==> src/rtl/control_unit_pkg.sv <==
// Shared decode definitions: group/sub-op/opcode codes, ALU encodings and
// the control bundle type.
package control_unit_pkg;

    localparam logic [1:0] G_INT = 2'b00;
    localparam logic [1:0] G_PF  = 2'b01;
    localparam logic [1:0] G_VEC = 2'b10;
    localparam logic [1:0] G_CTL = 2'b11;

    localparam logic [2:0] SUB_ADD  = 3'b000;
    localparam logic [2:0] SUB_SUB  = 3'b001;
    localparam logic [2:0] SUB_MUL  = 3'b010;
    localparam logic [2:0] SUB_ADDI = 3'b011;
    localparam logic [2:0] SUB_LDR  = 3'b100;
    localparam logic [2:0] SUB_STR  = 3'b101;

    localparam logic [4:0] OP_ADD  = 5'b00000;
    localparam logic [4:0] OP_SUB  = 5'b00001;
    localparam logic [4:0] OP_MUL  = 5'b00010;
    localparam logic [4:0] OP_ADDI = 5'b00011;
    localparam logic [4:0] OP_LDR  = 5'b00100;
    localparam logic [4:0] OP_STR  = 5'b00101;
    localparam logic [4:0] OP_NOP  = 5'b11000;
    localparam logic [4:0] OP_BEQ  = 5'b11100;
    localparam logic [4:0] OP_B    = 5'b11101;

    localparam logic [3:0] ALU_ADD = 4'b0000;
    localparam logic [3:0] ALU_SUB = 4'b0001;
    localparam logic [3:0] ALU_MUL = 4'b0010;

    typedef struct packed {
        logic [3:0] alu_op;
        logic       reg_dst;
        logic       alu_src;
        logic       mem_read;
        logic       mem_write;
        logic       mem_to_reg;
        logic       reg_write;
        logic       branch;
        logic       branch_op;
        logic       reg_src1;
        logic       reg_src2;
        logic       alu_dest;
        logic       vector_op;
        logic       pf_op;
        logic       imm_src;
        logic       integer_op;
    } ctrl_t;

    localparam ctrl_t CTRL_DEFAULT = '0;

endpackage

==> src/rtl/control_decode_lut.sv <==
// Combinational opcode -> control bundle lookup.
// ILLEGAL_OP_EN adds an illegal-opcode flag output.
module control_decode_lut
    import control_unit_pkg::*;
(
    input  logic [4:0] opcode_i,
`ifdef ILLEGAL_OP_EN
    output logic       illegal_o,
`endif
    output ctrl_t      ctrl_o
);

    logic [1:0] grp;
    logic [2:0] sub;
    logic       legal;
    logic       ill;

    assign grp = opcode_i[4:3];
    assign sub = opcode_i[2:0];

    always_comb begin
        ctrl_o = CTRL_DEFAULT;
        legal  = 1'b1;
        ill    = 1'b0;
        if (grp != G_CTL) begin
            unique case (sub)
                SUB_ADD: begin
                    ctrl_o.alu_op    = ALU_ADD;
                    ctrl_o.reg_dst   = 1'b1;
                    ctrl_o.reg_write = 1'b1;
                end
                SUB_SUB: begin
                    ctrl_o.alu_op    = ALU_SUB;
                    ctrl_o.reg_dst   = 1'b1;
                    ctrl_o.reg_write = 1'b1;
                end
                SUB_MUL: begin
                    ctrl_o.alu_op    = ALU_MUL;
                    ctrl_o.reg_dst   = 1'b1;
                    ctrl_o.reg_write = 1'b1;
                end
                SUB_ADDI: begin
                    ctrl_o.alu_src   = 1'b1;
                    ctrl_o.reg_write = 1'b1;
                end
                SUB_LDR: begin
                    ctrl_o.alu_src    = 1'b1;
                    ctrl_o.mem_read   = 1'b1;
                    ctrl_o.mem_to_reg = 1'b1;
                    ctrl_o.reg_write  = 1'b1;
                end
                SUB_STR: begin
                    ctrl_o.alu_src   = 1'b1;
                    ctrl_o.mem_write = 1'b1;
                    ctrl_o.reg_src2  = 1'b1;
                end
                default: legal = 1'b0;
            endcase
            if (legal) begin
                ctrl_o.integer_op = (grp == G_INT);
                ctrl_o.pf_op      = (grp == G_PF);
                ctrl_o.vector_op  = (grp == G_VEC);
                // Vector ops read and write the vector register file
                if (grp == G_VEC) begin
                    ctrl_o.reg_src1 = 1'b1;
                    ctrl_o.alu_dest = ctrl_o.reg_write;
                end
            end else begin
                ill = 1'b1;
            end
        end else begin
            unique case (opcode_i)
                OP_BEQ: begin
                    ctrl_o.branch    = 1'b1;
                    ctrl_o.branch_op = 1'b1;
                    ctrl_o.alu_op    = ALU_SUB;
                    ctrl_o.imm_src   = 1'b1;
                end
                OP_B: begin
                    ctrl_o.branch  = 1'b1;
                    ctrl_o.imm_src = 1'b1;
                end
                OP_NOP:  ill = 1'b0;
                default: ill = 1'b1;
            endcase
        end
    end

`ifdef ILLEGAL_OP_EN
    assign illegal_o = ill;
`else
    logic unused_ill;
    assign unused_ill = ill;
`endif

endmodule

==> src/rtl/control_unit_decode.sv <==
// Decode-stage control unit: registers the looked-up bundle for ID/EX.
// ILLEGAL_OP_EN adds the registered illegal_op output.
module control_unit_decode
    import control_unit_pkg::*;
(
    input  logic       clk,
    input  logic       rst,
    input  logic [4:0] Opcode,
    output logic [3:0] ALUOp,
    output logic       RegDst,
    output logic       ALUSrc,
    output logic       MemRead,
    output logic       MemWrite,
    output logic       MemtoReg,
    output logic       RegWrite,
    output logic       Branch,
    output logic       BranchOp,
    output logic       RegSrc1,
    output logic       RegSrc2,
    output logic       ALUDest,
    output logic       Vector_Op,
    output logic       PF_op,
    output logic       ImmSrc,
`ifdef ILLEGAL_OP_EN
    output logic       illegal_op,
`endif
    output logic       Integer_op
);

    ctrl_t ctrl_d;
    ctrl_t ctrl_q;

`ifdef ILLEGAL_OP_EN
    logic ill_d;
    logic ill_q;
`endif

    control_decode_lut u_lut (
        .opcode_i  (Opcode),
`ifdef ILLEGAL_OP_EN
        .illegal_o (ill_d),
`endif
        .ctrl_o    (ctrl_d)
    );

    always_ff @(posedge clk) begin
        if (!rst) begin
            ctrl_q <= CTRL_DEFAULT;
        end else begin
            ctrl_q <= ctrl_d;
        end
    end

`ifdef ILLEGAL_OP_EN
    always_ff @(posedge clk) begin
        if (!rst) begin
            ill_q <= 1'b0;
        end else begin
            ill_q <= ill_d;
        end
    end
    assign illegal_op = ill_q;
`endif

    assign ALUOp      = ctrl_q.alu_op;
    assign RegDst     = ctrl_q.reg_dst;
    assign ALUSrc     = ctrl_q.alu_src;
    assign MemRead    = ctrl_q.mem_read;
    assign MemWrite   = ctrl_q.mem_write;
    assign MemtoReg   = ctrl_q.mem_to_reg;
    assign RegWrite   = ctrl_q.reg_write;
    assign Branch     = ctrl_q.branch;
    assign BranchOp   = ctrl_q.branch_op;
    assign RegSrc1    = ctrl_q.reg_src1;
    assign RegSrc2    = ctrl_q.reg_src2;
    assign ALUDest    = ctrl_q.alu_dest;
    assign Vector_Op  = ctrl_q.vector_op;
    assign PF_op      = ctrl_q.pf_op;
    assign ImmSrc     = ctrl_q.imm_src;
    assign Integer_op = ctrl_q.integer_op;

endmodule

==> config.mk <==
export PLATFORM = sky130hd
export DESIGN_NAME = control_unit_decode
export DESIGN_NICKNAME = d
export VERILOG_FILES = /design/src/rtl/control_unit_pkg.sv /design/src/rtl/control_decode_lut.sv /design/src/rtl/control_unit_decode.sv
export SDC_FILE = /design/constraint.sdc
export NUM_CORES = 1
export LEC_CHECK = 0
export CAP_MARGIN = 20
export CORE_AREA = 2 2 46 48
export CTS_CLUSTER_SIZE = 40
export DETAILED_ROUTE_END_ITERATION = 6
export DIE_AREA = 0 0 48 50
export GPL_TIMING_DRIVEN = 1
export PLACE_DENSITY_LB_ADDON = 0.3
export SYNTH_ARGS = -nofsm -noshare
export SYNTH_HDL_FRONTEND = slang
export SYNTH_HIERARCHICAL = 1
export SYNTH_SLANG_ARGS = --single-unit
==> constraint.sdc <==
create_clock -name clk -period 1.4 [get_ports clk]
set_clock_uncertainty 0.15 [all_clocks]
set_input_delay 0.21 -clock clk [delete_from_list [all_inputs] [get_ports clk]]
set_output_delay 0.21 -clock clk [all_outputs]
set_load 0.03 [all_outputs]
# Yosys cells after proc, flatten, opt, wreduce, memory -nomap -nowiden
# Index checks and enable logic that the tools add are counted.
word_totals:
  register_bits: 16
  wordCells: 46
  out_inout_bits: 19
classes:
  bitwise_logic: 1
  eq_ne: 10
  reduce_logical: 10
  mux: 12
ops:
  columns: ["op", "count"]
  rows:
  - ["$eq A5 B5 Y1 const B", 2]
  - ["$mux W1", 10]
  - ["$pmux W3 S3", 1]
  - ["$eq A3 B2 Y1 const B", 2]
  - ["$eq A3 B3 Y1 const B", 2]
  - ["$reduce_or A6 Y1", 1]
  - ["$reduce_or A5 Y1", 1]
  - ["$mux W4", 1]
  - ["$reduce_and A4 Y1", 1]
  - ["$reduce_or A2 Y1", 2]
  - ["$eq A3 B1 Y1 const B", 1]
  - ["$logic_not A3 Y1", 1]
  - ["$reduce_and A3 Y1", 1]
  - ["$reduce_or A3 Y1", 1]
  - ["$eq A2 B1 Y1 const B", 1]
  - ["$eq A2 B2 Y1 const B", 1]
  - ["$logic_not A2 Y1", 1]
  - ["$ne A2 B2 Y1 const B", 1]
  - ["$reduce_and A2 Y1", 1]
  - ["$not A1 Y1", 1]

# Logic depth before layout (Yosys ltp)
# Gate-level depths: netlist of run 1.
depth:
  depth_word: 5
  ltp_mapped: 5
  ltp_nobuf: 4

# By module
# Netlist of run 1, hierarchy kept.
modules_own_cells:
  columns: ["module", "area_each_um2", "cells_per_inst", "instances"]
  rows:
  - ["control_unit_decode", 529.3, 39, 1]
  - ["control_decode_lut", 279.0, 32, 1]

# Worst setup path before layout of run 1
# OpenSTA, ideal clock, no wires.
synth_timing:
  path_kind: "input -> register"
  from: "input Opcode[3]"
  to: "register ctrl_q (netlist bit MemWrite)"
  required_ps: 1193
  slack_ps: 312
  path_buffers: 2
  stages: 5
  arrival_ps: 881
  setup_time_ps: 57
  cell_sequence: "and2_4 buf_8 nor3b_2 buf_4 and2_2"
synth_via:
  elab_chain_cells: 2
synth_lines:
  columns: ["item", "line_no", "rtl"]
  rows:
  - ["from (decl)", "control_unit_decode.sv:8", "input logic [4:0] Opcode,"]
  - ["$ne A2 B2 Y1", "control_decode_lut.sv:25", "if (grp != G_CTL) begin"]
  - ["$reduce_and A2 Y1 (no line)", null, null]
  - ["to (signal assigned)", "control_unit_decode.sv:50", "ctrl_q <= ctrl_d;"]
  - ["to (decl)", "control_unit_decode.sv:31", "ctrl_t ctrl_q;"]
# No other way between the ends.
# A chain may end at the register's enable or synchronous reset.

# Worst setup path after layout of run 1
layout_timing:
  from: "register ctrl_q (netlist bit ImmSrc)"
  to: "output ImmSrc"
layout_rtl:
  columns: ["item", "line_no", "rtl"]
  rows:
  - ["to (decl)", "control_unit_decode.sv:23", "output logic ImmSrc,"]
# No word-level cell between the ends.

==> metrics.txt, run 1 <==
max reg flops=4; slowest cell on the critical path=dlygate4sd2_1; CP top delay family=buffers and inverters; first-pass GRT wire length=between 1500 and 2000 um; Final period util=0.965; Inserted Clock Buffers=3; syn_area_per_cell=11.4 um2; ys async rst share=0; gr usage total=0.114; cell taking the most area after synthesis=dfxtp_1; DRT Wirelength=1110 um; most common cell after layout, fill and taps aside=dfxtp_1; Std-Cell Core Area=between 0.0015 and 0.002 mm2; Final setup viols=0; pre-CTS WS=-185 ps; pwr dens=slightly above 900 mW/mm2; Rows=16; maximum number of pins on one net before global-route repair=20; CTS clk-pin slew, worst paths=100 ps; final hold slack=a little under 600 ps; sinks on the clock net=19; # hold bufs at CTS=0; Setup TNS Final=0 ps; crit-path cells=dlygate4sd2_1; #FFs+latches synth=19; f_max=approximately 0.74 GHz; IO Port Bufs=25; fin area=0.00106 mm2; Die ar.=approximately 0.0024 mm2; Finished Layout Cells=about 120; Detail Placement HPWL=roughly 840 um; 1st-iter DRT viols=5; Mapped Area=808 um2; Max Cap Violations=0; Root Driver=clkbuf_4; die height=~50 um; critical path required time=1040 ps; initial antenna violation count=0; commonest non-fill, non-tap cells in the layout=19 x dfxtp_1, 16 x and2_2, 11 x clkdlybuf4s15_1; outcome=finished clean; Critical path buffers and inverters=1; WP data arrival=990 ps; drt via density=4.09; CTS tree=yes; Layout Nets=105; Fin. Hold Viols=0; total power=0.986 mW; num ports=26; setup ws final=approximately 49 ps; drt drc=0; fraction of the yosys area taken by sequential cells=0.471; crit start category=register; cell leakage power=about 0.48 nW; area share of the largest cell type after synthesis=0.471; wire per inst=8.94 um; Yosys cell types=23; die width=around 48 um; area post-placement=0.00104 mm2; YS warnings=6; layout cells sized above 1=0.351; clk buf depth=2; end of the critical path=ImmSrc; fin util=0.557; cell depth of the worst min-delay path=3; CP Depth=1; CTS H-Tree Depth=1; ys flop type=dfxtp_1; Hold Path Origin=Opcode[3]; DR vias=507; DRT antenna net count=0; routability cong.=0.750; n_diodes=0; total setup buffers inserted after CTS=0; Post-Synthesis Cells=71; Initial Util=0.425; First-pass DRT Iterations=4; Crit Path Category=reg2out; min Tclk post-route=about 1400 ps; RSZ-0062 raised after global routing=no; area grow syn2layout=31.0%; slowest stage delay, CP=between 300 and 400 ps; Final Max Tran Viols=0; grt total ovfl=0; EDFF count, synth=0; vias in the first global route=~430; CP max FO=1; Hold WC Path Type=in2reg; Inst Count DP=between 100 and 150; Area contributors post-synth=dfxtp_1 47%, and2_2 15%, buf_4 6.5%; Setup crit end kind=output port; Worst Setup SP=ImmSrc; VDD IR max=0.433 mV
## synth_stat cells, types with 2 or more instances
cell,instances
a21oi_1,3
and2_1,4
and2_2,16
buf_4,7
dfxtp_1,19
nand3b_1,2
nor2_1,3
nor3_1,2
## how the worst min path moves through the flow
| stage | to |
|---|---|
| 6_report | PF_op |
| 5_1_grt | PF_op |
| 4_1_cts | PF_op |
| 3_5_place_dp | PF_op |
| 3_3_place_gp | PF_op |
| 2_1_floorplan | Vector_Op |
## where the power goes
part           leakage (nW)  total, mW  internal (mW)  switching, mW
registers             0.155      0.562          0.558        0.00377
clock network        0.0150      0.259          0.111          0.149
logic                 0.313      0.164         0.0774         0.0868
total                 0.483      0.986          0.747          0.239
## layout make-up
class                      count  area, um2
clock buffer                   4       26.3
multi-input combinational     43        333
sequential                    19        380
fill                         184        843
tap                           27       33.8
timing repair buffer          31        285
## metal layers
metal	routed length, um	GRT usage	share of wire	up-vias
li1	-	-	-	267
met1	492	0.129	0.44	217
met2	515	0.158	0.46	19
met3	51	0.0147	0.046	4
met4	49	0.135	0.044	0
met5	0	0	0	-
## logic make-up after synthesis
logic type | Yosys count | synth area share
simple gates | 35 | 0.348
flops | 19 | 0.471
buf+inv | 10 | 0.122
compound gates | 6 | 0.0542
other cells | 1 | 0.00464
## timing repair
item | 4_1_cts | 5_1_grt
gates resized for setup | 19 | 11
pin swaps | 0 | 0
setup endpoints to repair | 19 | 11
Power figures use the tool's default switching activity.
==> inputs of run 2 (changes only) <==
--- a/config.mk
+++ b/config.mk
@@ -6,10 +6,10 @@
 export NUM_CORES = 1
 export LEC_CHECK = 0
 export CAP_MARGIN = 20
-export CORE_AREA = 2 2 46 48
+export CORE_AREA = 2 2 48 50
 export CTS_CLUSTER_SIZE = 40
 export DETAILED_ROUTE_END_ITERATION = 6
-export DIE_AREA = 0 0 48 50
+export DIE_AREA = 0 0 50 52
 export GPL_TIMING_DRIVEN = 1
 export PLACE_DENSITY_LB_ADDON = 0.3
 export SYNTH_ARGS = -nofsm -noshare
==> metrics.txt, run 2 (synthesis gave the netlist of run 1 again) <==
vias in the first global route=459; Final period util=0.962; Inserted Clock Buffers=3; Initial Util=0.384; DRT Wirelength=1090 um; Die ar.=0.00260 mm2; WP data arrival=990 ps; First-pass DRT Iterations=1; Layout Nets=106; Finished Layout Cells=126; outcome=finished clean; Critical path buffers and inverters=1; CTS H-Tree Depth=1; commonest non-fill, non-tap cells in the layout=19 x dfxtp_1, 16 x and2_2, 11 x dlygate4sd2_1; total setup buffers inserted after CTS=0; Fin. Hold Viols=0; routability cong.=~0.75; die width=50 um; most common cell after layout, fill and taps aside=dfxtp_1; Std-Cell Core Area=0.00211 mm2; area grow syn2layout=31.0%; Setup crit end kind=output port; crit start category=register; die height=about 52 um; drt drc=0; crit-path cells=dlygate4sd2_1; critical path required time=roughly 1000 ps; grt total ovfl=0; Detail Placement HPWL=roughly 850 um; sinks on the clock net=19; clk buf depth=2; 1st-iter DRT viols=0; # hold bufs at CTS=0; initial antenna violation count=0; area post-placement=0.00105 mm2; Reg area=380 um2; multi-input logic area=333 um2; CP top delay family=buffers and inverters; maximum number of pins on one net before global-route repair=20; min Tclk post-route=1350 ps; Max Cap Violations=0; RSZ-0062 raised after global routing=no; cell leakage power=~0.50 nW; layout cells sized above 1=0.367; num ports=26; pwr dens=933 mW/mm2; first-pass GRT wire length=1850 um; DRT antenna net count=0; n_diodes=0; Hold WC Path Type=in2reg; Final Max Tran Viols=0; total power=roughly 0.99 mW; Root Driver=clkbuf_4; Rows=17; Final setup viols=0; # fillers=198; DR vias=498; Inst Count DP=roughly 120; CTS clk-pin slew, worst paths=around 100 ps; CP max FO=1; gr usage total=0.0947; fin area=0.00106 mm2; drt via density=roughly 4.0; max reg flops=4; f_max=0.742 GHz; IO Port Bufs=25; Crit Path Category=reg2out; slowest cell on the critical path=dlygate4sd2_1; CTS tree=yes; slowest stage delay, CP=roughly 380 ps; wire per inst=8.67 um; VDD IR max=about 0.42 mV
-- run 2: changes by cell type in the layout (fill, tap and decap cells not counted) --
cell	previous run	this run
buf_4	6	7
clkdlybuf4s15_1	11	7
dlygate4sd2_1	8	11
clkbuf_2	0	1
-- run 2: final timing paths --
kind	from	endpoint	slack (ps)	cells past startpoint
max	RegWrite	RegWrite	50	1
min	rst	RegDst	530	3
-- run 2: layer usage --
layer  global-route usage  share of wire
met5                    0              0
met2                0.147           0.50
met4               0.0694          0.016
met1                0.113           0.41
met3               0.0230          0.071
-- run 2: area by class of cell --
class / count / area share
Sequential cell: 19 / 0.359
Multi-Input combinational cell: 43 / 0.314
Timing Repair Buffer: 32 / 0.268
Tap cell: 28 / 0.0331
Clock buffer: 4 / 0.0248
-- run 2: metrics by stage --
step	utilization	setup WS [ps]	hold WS (ps)	TNS [ps]
2_1_floorplan	-	312	196	0
3_3_place_gp	0.499	-138	838	-1670
3_5_place_dp	0.499	-139	835	-1830
4_1_cts	0.500	13.6	528	0
5_1_grt	0.503	1.33	531	0
6_report	0.503	52.7	533	0
-- run 2: timing repair --
item,in CTS,in global routing
hold endpoints to repair,0,0
cloned,0,0
setup endpoints to repair,19,8
resized for setup,19,9
-- run 2: where the power goes --
part           internal [mW]  total, mW  leakage [nW]  switching [mW]
combinational         0.0785      0.166         0.327          0.0870
clock                  0.110      0.259        0.0150           0.149
sequential             0.559      0.562         0.155         0.00380
total                  0.748      0.987         0.497           0.240
